[config.mk]
export PLATFORM = sky130hd
export DESIGN_NAME = tick_timer
export DESIGN_NICKNAME = d
export VERILOG_FILES = /design/src/rtl/tick_timer.sv
export SDC_FILE = /design/constraint.sdc
export NUM_CORES = 1
export LEC_CHECK = 0
export ABC_AREA = 1
export BUFFER_PORTS_ARGS = -buffer_cell sky130_fd_sc_hd__buf_2
export CAP_MARGIN = 20
export CORE_ASPECT_RATIO = 1.25
export CORE_MARGIN = 8
export CORE_UTILIZATION = 60
export DETAILED_ROUTE_END_ITERATION = 12
export HOLD_SLACK_MARGIN = 0.12
export PLACE_DENSITY = 0.82
export SETUP_SLACK_MARGIN = 0.15
export SLEW_MARGIN = 25
export SYNTH_ARGS = -nofsm -noshare
export SYNTH_HDL_FRONTEND = slang
export SYNTH_SLANG_ARGS = --single-unit
[constraint.sdc]
create_clock -name clk -period 4.7 [get_ports clk]
set_input_delay 0 -clock clk [delete_from_list [all_inputs] [get_ports clk]]
set_output_delay 0 -clock clk [all_outputs]
set_load 0.05 [all_outputs]
[src/rtl/tick_timer.sv]
// ============================================================================
//  Module   : tick_timer
//  Purpose  : Tick-enabled down-counting timer with one-shot/periodic modes,
//             pause/resume, an expiry pulse and a sticky interrupt flag.
//             Optional count capture port: define TICK_TIMER_CAPTURE_EN.
//  Revision : 1.0  initial release
// ============================================================================
`default_nettype none

module tick_timer #(
    parameter int WIDTH = 16
) (
    input  logic             clk,
    input  logic             rst_n,
    input  logic             tick,
    input  logic             load,
    input  logic [WIDTH-1:0] load_val,
    input  logic             start,
    input  logic             stop,
    input  logic             periodic,
    input  logic             irq_clr,
    output logic [WIDTH-1:0] count,
    output logic             busy,
    output logic             expired,
    output logic             irq
`ifdef TICK_TIMER_CAPTURE_EN
    ,
    input  logic             capture,
    output logic [WIDTH-1:0] capture_val
`endif
);

    localparam logic [WIDTH-1:0] C_ZERO = '0;
    localparam logic [WIDTH-1:0] C_ONE  = {{(WIDTH-1){1'b0}}, 1'b1};

    typedef enum logic [1:0] {
        ST_IDLE  = 2'd0,
        ST_RUN   = 2'd1,
        ST_PAUSE = 2'd2
    } state_t;

    state_t           r_state;
    state_t           w_state_nxt;
    logic [WIDTH-1:0] r_reload;
    logic [WIDTH-1:0] w_reload_nxt;
    logic [WIDTH-1:0] w_count_nxt;
    logic             r_mode;
    logic             w_mode_nxt;
    logic             w_expired_nxt;
    logic             w_irq_nxt;

    always_ff @(posedge clk) begin
        if (!rst_n) begin
            r_state  <= ST_IDLE;
            r_reload <= C_ZERO;
            r_mode   <= 1'b0;
            count    <= C_ZERO;
            busy     <= 1'b0;
            expired  <= 1'b0;
            irq      <= 1'b0;
        end else begin
            r_state  <= w_state_nxt;
            r_reload <= w_reload_nxt;
            r_mode   <= w_mode_nxt;
            count    <= w_count_nxt;
            busy     <= (w_state_nxt == ST_RUN);
            expired  <= w_expired_nxt;
            irq      <= w_irq_nxt;
        end
    end

    // One command is honoured per cycle: load, then stop, then start/tick.
    always_comb begin
        w_state_nxt   = r_state;
        w_reload_nxt  = r_reload;
        w_mode_nxt    = r_mode;
        w_count_nxt   = count;
        w_expired_nxt = 1'b0;
        w_irq_nxt     = irq & ~irq_clr;

        if (load) begin
            w_count_nxt  = load_val;
            w_reload_nxt = load_val;
        end else if (stop) begin
            if (r_state == ST_RUN) begin
                w_state_nxt = ST_PAUSE;
            end
        end else if (start && (r_state != ST_RUN)) begin
            if (count != C_ZERO) begin
                w_state_nxt = ST_RUN;
                w_mode_nxt  = periodic;
            end
        end else if ((r_state == ST_RUN) && tick) begin
            if (count > C_ONE) begin
                w_count_nxt = count - C_ONE;
            end else if (count == C_ONE) begin
                w_expired_nxt = 1'b1;
                w_irq_nxt     = 1'b1;
                if (r_mode) begin
                    // Reload directly so the period is exactly reload ticks.
                    w_count_nxt = r_reload;
                    if (r_reload == C_ZERO) begin
                        w_state_nxt = ST_IDLE;
                    end
                end else begin
                    w_count_nxt = C_ZERO;
                    w_state_nxt = ST_IDLE;
                end
            end
        end
    end

`ifdef TICK_TIMER_CAPTURE_EN
    always_ff @(posedge clk) begin
        if (!rst_n) begin
            capture_val <= C_ZERO;
        end else if (capture) begin
            capture_val <= count;
        end
    end
`endif

endmodule

`default_nettype wire

# Word level (Yosys, flattened, before mapping)
# Index checks and enable logic that the tools add are counted.
totals:
  reg_bits: 38
  inputBits: 24
  wordCells: 54
classes:
  n_addsub: 1
  order_cmp: 1
  n_eq_ne: 6
  n_mux: 24
  bitwise: 6
  n_reduce_logical: 9
op_table:
  columns: ["operator", "n"]
  rows:
  - ["$mux 16", 7]
  - ["$mux 2", 10]
  - ["$eq 16x1->1 const B", 1]
  - ["$gt 16x1->1 const B", 1]
  - ["$logic_not 16->1", 1]
  - ["$reduce_bool 16->1", 1]
  - ["$sub 16x1->16 const B", 1]
  - ["$reduce_and 4->1", 2]
  - ["$mux 1", 7]
  - ["$reduce_or 6->1", 1]
  - ["$not 1->1", 5]
  - ["$eq 2x1->1 const B", 2]
  - ["$ne 2x2->1 const B", 2]
  - ["$reduce_bool 3->1", 1]
  - ["$logic_and 1x1->1", 2]
  - ["$ne 2x1->1 const B", 1]
  - ["$reduce_bool 2->1", 1]
  - ["$and 1x1->1", 1]

# Logic depth before layout (Yosys ltp)
# Gate-level depths: netlist (run 1).
logic_depth:
  depth_word: 10
  mapped_depth: 12

# Worst setup path before layout (run 1)
# OpenSTA, ideal clock, no wires.
synth_timing:
  path_type: "register to register"
  start: "register count[0]"
  end: "register count[2]"
  setup_time_ps: 109
  arrival_time_ps: 1873
  required_ps: 4591
  path_slack_ps: 2718
  path_stages_with_launch: 13
  n_path_buf: 2
  period_less_slack_ps: 1982
  path_cell_list: "dfxtp_1 > inv_1 > ha_1 > nand2_1 > nor2_4 > nand3_2 > nand2_2 > nand2_2 > buf_6 > buf_8 > nand3_1 > nand2_1 > inv_1"
synth_via:
  elab_chain_cells: 6
synth_lines:
  columns: ["element", "line_no", "text"]
  rows:
  - ["start: declaration", "22", "output logic [WIDTH-1:0] count,"]
  - ["start signal: assignment", "65", "count <= w_count_nxt;"]
  - ["$sub 16x1->16 or $gt 16x1->1 (tied branches)", "95, 94", null]
  - ["$mux 16", "94", "if (count > C_ONE) begin"]
  - ["$mux 16", "93", "end else if ((r_state == ST_RUN) && tick) begin"]
  - ["$mux 16", "88", "end else if (start && (r_state != ST_RUN)) begin"]
  - ["$mux 16", "84", "end else if (stop) begin"]
  - ["$mux 16", "81", "if (load) begin"]
# Several ways; a longest one is shown, not always the timed one. The select of a mux whose other input is x is not followed.
# A chain may end at the register's enable or synchronous reset.

# Worst setup path after layout (run 1)
layout_timing:
  start: "register count[0]"
  end: "register count[9]"
# Same word-level chain as after synthesis.

==> metrics.md, run 1 <==
| Metric | Value |
|---|---|
| Drt first pass iters | `5` |
| Final setup viols | `0` |
| Routability Congestion | `0.857` |
| Largest net degree at the start of global routing | `26` |
| Register area | `761 um^2` |
| Layout fillers | `321` |
| #FFs+latches synth | `38` |
| NetSw | `301 uW` |
| Layout cell share with drive strength beyond 1 | `13.5%` |
| Via count | `2513` |
| CTS root buffer | `clkbuf_8` |
| Antenna cells | `0` |
| Switching share of power | `35.6%` |
| Die W | `71.1 um` |
| Most area-consuming cells after synthesis | `dfxtp_1 (33%), nand2_1 (19%), nor2_1 (7.4%)` |
| Routed WL | `6220 um` |
| Min-Delay Path Class | `primary input to register` |
| Core area | `3720 um^2` |
| Hold Vio Cnt, Final | `0` |
| Dpl hpwl | `4370 um` |
| Antenna Nets Post-Route | `0` |
| Logic pwr share | `29.1%` |
| Syn Inst Count | `371` |
| Initial cell density of the core | `61.3%` |
| Initial DRC Count | `152` |
| # port buffers | `42` |
| Pint | `546 uW` |
| Die Area | `6040 um^2` |
| Post-CTS resize count | `0` |
| Total CTS buffers | `5` |
| Arrival time worst endpoint | `2.64 ns` |
| Final design area excluding fillers | `2770 um^2` |
| Drc violations | `0` |
| Tightest Pin Transition | `0.887 ns` |
| Height of the die | `84.9 um` |
| Unique masters post-synth | `28` |
| Post-Place Cell Area | `2460 um^2` |
| Sequential fraction of the synthesis area | `33.4%` |
| Initial antenna violation count | `0` |
| Crit end category | `register` |
| Syn Nets | `398` |
| Status | `finished, final reports clean` |
| Peak supply drop | `0.171 mV` |
| Fmax | `414 MHz` |
| Fin crit share | `51.4%` |
| Htree depth | `2` |
| GRT Util Overall | `21.2%` |
| Clock Tree Buf Depth | `2` |
| PD cells | `306 nW/um^2` |
| Synth Cell Area | `2280 um^2` |
| Yosys warnings | `0` |
| WP data required | `4.93 ns` |
| Fin. max-slew vios | `0` |
| Clk network pwr share | `27.6%` |
| Tmin final | `2.42 ns` |
| Via density | `5.35` |
| Setup crit start kind | `register` |
| Count leader, synth | `nand2_1` |
| CP max FO | `12` |
| Slew margin rel. | `40.6%` |
| First-pass GRT wire length | `10500 um` |
| Pleak | `0.00143 uW` |
| Crit Path Class | `register to register` |
| Final Util | `74.3%` |
| Top cells by count, synth | `nand2_1 (115), nor2_1 (45), inv_1 (42)` |
| Total gr overflow | `0` |
| Post-synth top flop | `dfxtp_1` |
| Layout net count | `456` |
| Async S/R FF share, synth | `0%` |
| Sink Count | `38` |
| Top cell type by total area after synthesis | `dfxtp_1` |
| Placed Cells incl. Taps | `441` |
| Post-synth top area share | `33.4%` |
| Area of the multi-input gates | `1270 um^2` |
| # IOs | `43` |
| Post-synth EDFFs | `0` |
| TNS Setup | `0 ns` |
| Post-Layout Cell Count | `470` |
| Syn avg cell area | `6.15 um^2` |
| Vias in the first global route | `2368` |
| Flop pwr share | `43.3%` |
| RSZ-0062 raised after global routing | `false` |
| Max-cap violations | `0` |
| Hold slack | `0.151 ns` |
| Clk_lat worst skew | `0.29 ns` |
| Clock Skew | `0.00447 ns` |
| Mean routed wirelength per cell | `13.2 um` |
| Area delta synth->final | `21.3%` |
| CTS tree | `yes` |
| # rows | `25` |
| Worst-path clk slew | `0.07 ns` |
[area by class of cell]
| type | count | area share, % |
|---|---|---|
| Timing Repair Buffer | 64 | 15.5 |
| Clock inverter | 1 | 0.181 |
| Inverter | 43 | 5.83 |
| Clock buffer | 7 | 3.12 |
| Sequential cell | 38 | 27.5 |
| Multi-Input combinational cell | 277 | 46.1 |
| Tap cell | 40 | 1.81 |
[kinds of logic (layout without fill, tap and decap cells)]
logic type                 Yosys count  in the layout  synth area share [%]
and+or+nand+nor                    203            203                  37.6
xor gates and xnor gates             5              5                  1.92
AOI/OAI and AO/OA                   66             66                  14.8
DFF                                 38             38                  33.4
buffers and inverters               56            115                  10.8
adders and majority gates            3              3                  1.65
[flip-flops by register name, summed over array words and instances, names as in the netlist]
name / flops
busy: 1
expired: 1
r_state: 2
r_reload: 16
count: 16
irq: 1
r_mode: 1
[worst max-delay path, stage by stage, from the launching register on]
cell and delay (ns):
dfxtp_1 0.38, inv_1 0.11, ha_1 0.26, o211ai_1 0.74, nand2_1 0.44, o21ai_0 0.21, nand2_1 0.07, a21oi_1 0.13
[metrics by stage]
step / setup WS, ns / total power [uW]
6_report: 2.28 / 847
5_1_grt: 2.10 / 895
4_1_cts: 2.32 / 850
3_5_place_dp: 2.34 / 606
3_3_place_gp: 2.46 / 601
2_1_floorplan: 2.72 / 552
[worst paths after layout]
check	startpoint	to	slack, ns	depth (start not counted)
worst min-delay path	tick	expired	0.15	5
worst max-delay path	count[0]	count[9]	2.28	7
worst min register to register	r_reload[3]	r_reload[3]	0.48	2
worst max register to register	count[0]	count[9]	2.28	7
[placed cells by master, fill, tap and decap left out, types with 5 or more instances in the layout]
| cell | instances |
|---|---|
| o21ai_1 | 5 |
| a21oi_1 | 33 |
| nor2_1 | 45 |
| xor2_1 | 5 |
| buf_2 | 42 |
| o21ai_0 | 25 |
| nand3_1 | 29 |
| dfxtp_1 | 38 |
| dlygate4sd3_1 | 21 |
| inv_1 | 42 |
| clkbuf_8 | 6 |
| nand2_1 | 115 |
[power groups by stage]
stage | logic (uW) | clock network (uW) | registers [uW]
detailed placement | 232 | 0 | 374
CTS | 246 | 238 | 366
floorplan | 141 | 0 | 411
finish | 246 | 234 | 367
global route | 275 | 251 | 369
global placement | 228 | 0 | 373
[layer usage]
layer	GRT usage (%)	vias up	wire length [um]
li1	-	1288	-
met2	39.0	71	3330
met1	22.2	1148	2490
met4	7.78	0	69
met5	0	-	0
met3	5.31	6	324
[timing repair]
item                                   in CTS  in global routing
endpoints found under the hold margin      36                  0
setup buffers                               0                  0
hold buffers                               21                  0
Power figures use the tool's default switching activity.
==> run 2, diff against run 1 <==
--- a/config.mk
+++ b/config.mk
@@ -5,15 +5,15 @@
 export SDC_FILE = /design/constraint.sdc
 export NUM_CORES = 1
 export LEC_CHECK = 0
-export ABC_AREA = 1
+export ABC_AREA = 0
 export BUFFER_PORTS_ARGS = -buffer_cell sky130_fd_sc_hd__buf_2
 export CAP_MARGIN = 20
 export CORE_ASPECT_RATIO = 1.25
 export CORE_MARGIN = 8
-export CORE_UTILIZATION = 60
+export CORE_UTILIZATION = 55
 export DETAILED_ROUTE_END_ITERATION = 12
 export HOLD_SLACK_MARGIN = 0.12
-export PLACE_DENSITY = 0.82
+export PLACE_DENSITY = 0.76
 export SETUP_SLACK_MARGIN = 0.15
 export SLEW_MARGIN = 25
 export SYNTH_ARGS = -nofsm -noshare
==> constraint.sdc (replaced) <==
create_clock -name clk -period 2.5 [get_ports clk]
set_input_delay 0 -clock clk [delete_from_list [all_inputs] [get_ports clk]]
set_output_delay 0 -clock clk [all_outputs]
set_load 0.05 [all_outputs]
==> run 2 against run 1 <==
  * Largest power group unchanged
  * Combinational power rose by 73%
  * Synthesized cell count shrank 25%
  * Maximum frequency grew 13%
  * Clock skew up 0.0054 ns
  * Register-to-register slack got worse by 1.9 ns
  * Flip-flop and latch count stayed put
  * Utilization fell by 1.5 points
  * Synthesized area down 0.16%
  * Non-clock buffer count increased by 15
==> metrics.md, run 2 <==
| Metric | Value |
|---|---|
| Status | `finished, final reports clean` |
| Initial DRC Count | `257` |
| # port buffers | `42` |
| Sequential fraction of the synthesis area | `33.4%` |
| Htree depth | `2` |
| Final setup viols | `0` |
| Die W | `73.6 um` |
| Initial cell density of the core | `56.5%` |
| Most frequent cells in the layout | `buf_2 (42), dfxtp_1 (36), a21oi_1 (31), nand2_1 (27), dlygate4sd3_1 (25)` |
| Arrival time worst endpoint | `2.33 ns` |
| Synth Cell Area | `2280 um^2` |
| Via density | `6.16` |
| Post-synth EDFFs | `0` |
| Height of the die | `87.9 um` |
| #FFs+latches synth | `38` |
| CP max FO | `10` |
| Layout fillers | `345` |
| Setup crit start | `count[8]` |
| Layout cell share with drive strength beyond 1 | `23.3%` |
| Max-cap violations | `0` |
| Crit end category | `register` |
| WP data required | `2.69 ns` |
| # rows | `26` |
| Syn Inst Count | `279` |
| Commonest non-fill, non-tap cell in the layout | `buf_2` |
| Hold Vio Cnt, Final | `0` |
| GRT Util Overall | `23.4%` |
| Post-synth top area share | `33.4%` |
| Clk_lat worst skew | `0.30 ns` |
| Tmin final | `2.14 ns` |
| Placement Setup Slack | `0.357 ns` |
| Async S/R FF share, synth | `0%` |
| R2R depth | `5` |
| Post-Place Cell Area | `2540 um^2` |
| Via count | `2463` |
| Tightest Pin Transition | `0.980 ns` |
| Count leader, synth | `dfxtp_1` |
| Final design area excluding fillers | `2940 um^2` |
| PD cells | `602 nW/um^2` |
| Largest registers | `count x16, r_reload x16, r_state x2` |
| Most area-consuming cells after synthesis | `dfxtp_1 (33%), a21oi_1 (6.8%), mux2i_1 (4.8%)` |
| Total gr overflow | `0` |
| First-pass GRT wire length | `11900 um` |
| Worst-path clk slew | `0.08 ns` |
| Clock Tree Buf Depth | `2` |
| Crit Path Class | `register to register` |
| Min-Delay Path Class | `primary input to register` |
| Sink Count | `38` |
| Routability Congestion | `0.965` |
| Pleak | `0.00116 uW` |
| Drc violations | `0` |
| Top cell type by total area after synthesis | `dfxtp_1` |
| Clock Skew | `0.00986 ns` |
| Setup crit start kind | `register` |
| Worst Setup EP | `count[12]` |
| Initial antenna violation count | `0` |
| Slew margin rel. | `34.6%` |
| Top cells by count, synth | `dfxtp_1 (38), a21oi_1 (31), nand2_1 (27)` |
| Final worst slack | `0.362 ns` |
| Core area | `4030 um^2` |
| Syn avg cell area | `8.16 um^2` |
| Post-synth top flop | `dfxtp_1` |
| Drt first pass iters | `6` |
| Antenna cells | `0` |
| CTS tree | `yes` |
| Fmax | `468 MHz` |
| Routed WL | `7230 um` |
| CTS root buffer | `clkbuf_8` |
| Vias in the first global route | `2374` |
| RSZ-0062 raised after global routing | `false` |
| Layout net count | `370` |
| # IOs | `43` |
| R2R setup slack | `0.36 ns` |
| Peak supply drop | `0.370 mV` |
| Yosys warnings | `0` |
| Dpl hpwl | `5000 um` |
| Syn Nets | `306` |
| Setup Buffers After CTS | `0` |
| TNS Setup | `0 ns` |
| Die Area | `6470 um^2` |
| Fin crit share | `85.5%` |
| Worst reg2reg startpoint | `count[8]` |
| Total CTS buffers | `5` |
| Unique masters post-synth | `60` |
| Area delta synth->final | `29.1%` |
| Largest net degree at the start of global routing | `30` |
| R2r endpoint | `count[12]` |
| Antenna Nets Post-Route | `0` |
| Mean routed wirelength per cell | `18.1 um` |
| Fin. max-slew vios | `0` |
## run 2: how the worst min path moves through the flow
stage          startpoint  slack, ns  cells after the start  endpoint
2_1_floorplan     irq_clr       0.10                      1       irq
3_3_place_gp      irq_clr       0.19                      2       irq
3_5_place_dp      irq_clr       0.19                      2       irq
4_1_cts           irq_clr       0.43                      3       irq
5_1_grt           irq_clr       0.44                      3       irq
6_report          irq_clr       0.43                      3       irq
## run 2: routing by layer
layer / vias to the layer above / GRT usage [%] / routed length (um)
met5: - / 0 / 0
met1: 1160 / 26.9 / 2950
met3: 22 / 4.58 / 452
met2: 108 / 40.1 / 3600
met4: 0 / 10.9 / 232
li1: 1173 / - / -
## run 2: cell families after synthesis
group	share of synthesized area [%]
and+or+nand+nor	23.5
AOI/OAI and AO/OA	28.6
muxes	4.84
xor gates and xnor gates	2.31
adders and majority gates	1.65
DFF	33.4
buffers and inverters	5.77
## run 2: critical path: stages, from the launching register on
cell and delay [ns]:
dfxtp_1 0.36, nor4_4 0.46, nand4_4 0.29, nor2_2 0.41, o21ai_0 0.20, a221oi_1 0.30
## run 2: final cells by class
cell class                      count  area (um^2)  area share (%)
Timing Repair Buffer               79          551            18.7
Inverter                            7         26.3           0.894
Tap cell                           56         70.1            2.38
Clock buffer                        6         82.6            2.81
Sequential cell                    38          763            26.0
Multi-Input combinational cell    212         1390            47.2
Clock inverter                      2         60.1            2.04
## run 2: what timing repair did
action                                 CTS  global route
endpoints found under the hold margin   38             0
hold buffers                            25             0
setup endpoints to repair                0             3
resized for setup                        0             1
## run 2: metrics by stage
step	hold slack, ns	instances	utilization [%]	total power [uW]
final	0.425	400	72.9	1770
after CTS	0.427	400	72.8	1760
after detailed placement	0.190	367	63.1	1090
after floorplan	0.101	279	-	975
after global placement	0.190	367	63.1	1080
after global routing	0.436	400	72.9	1840
## run 2: power by group
group	leakage [uW]	internal, uW	switching, uW	total (uW)
registers	0.000314	640	48.5	688
clock network	0.0000714	426	229	655
logic	0.000779	166	260	426
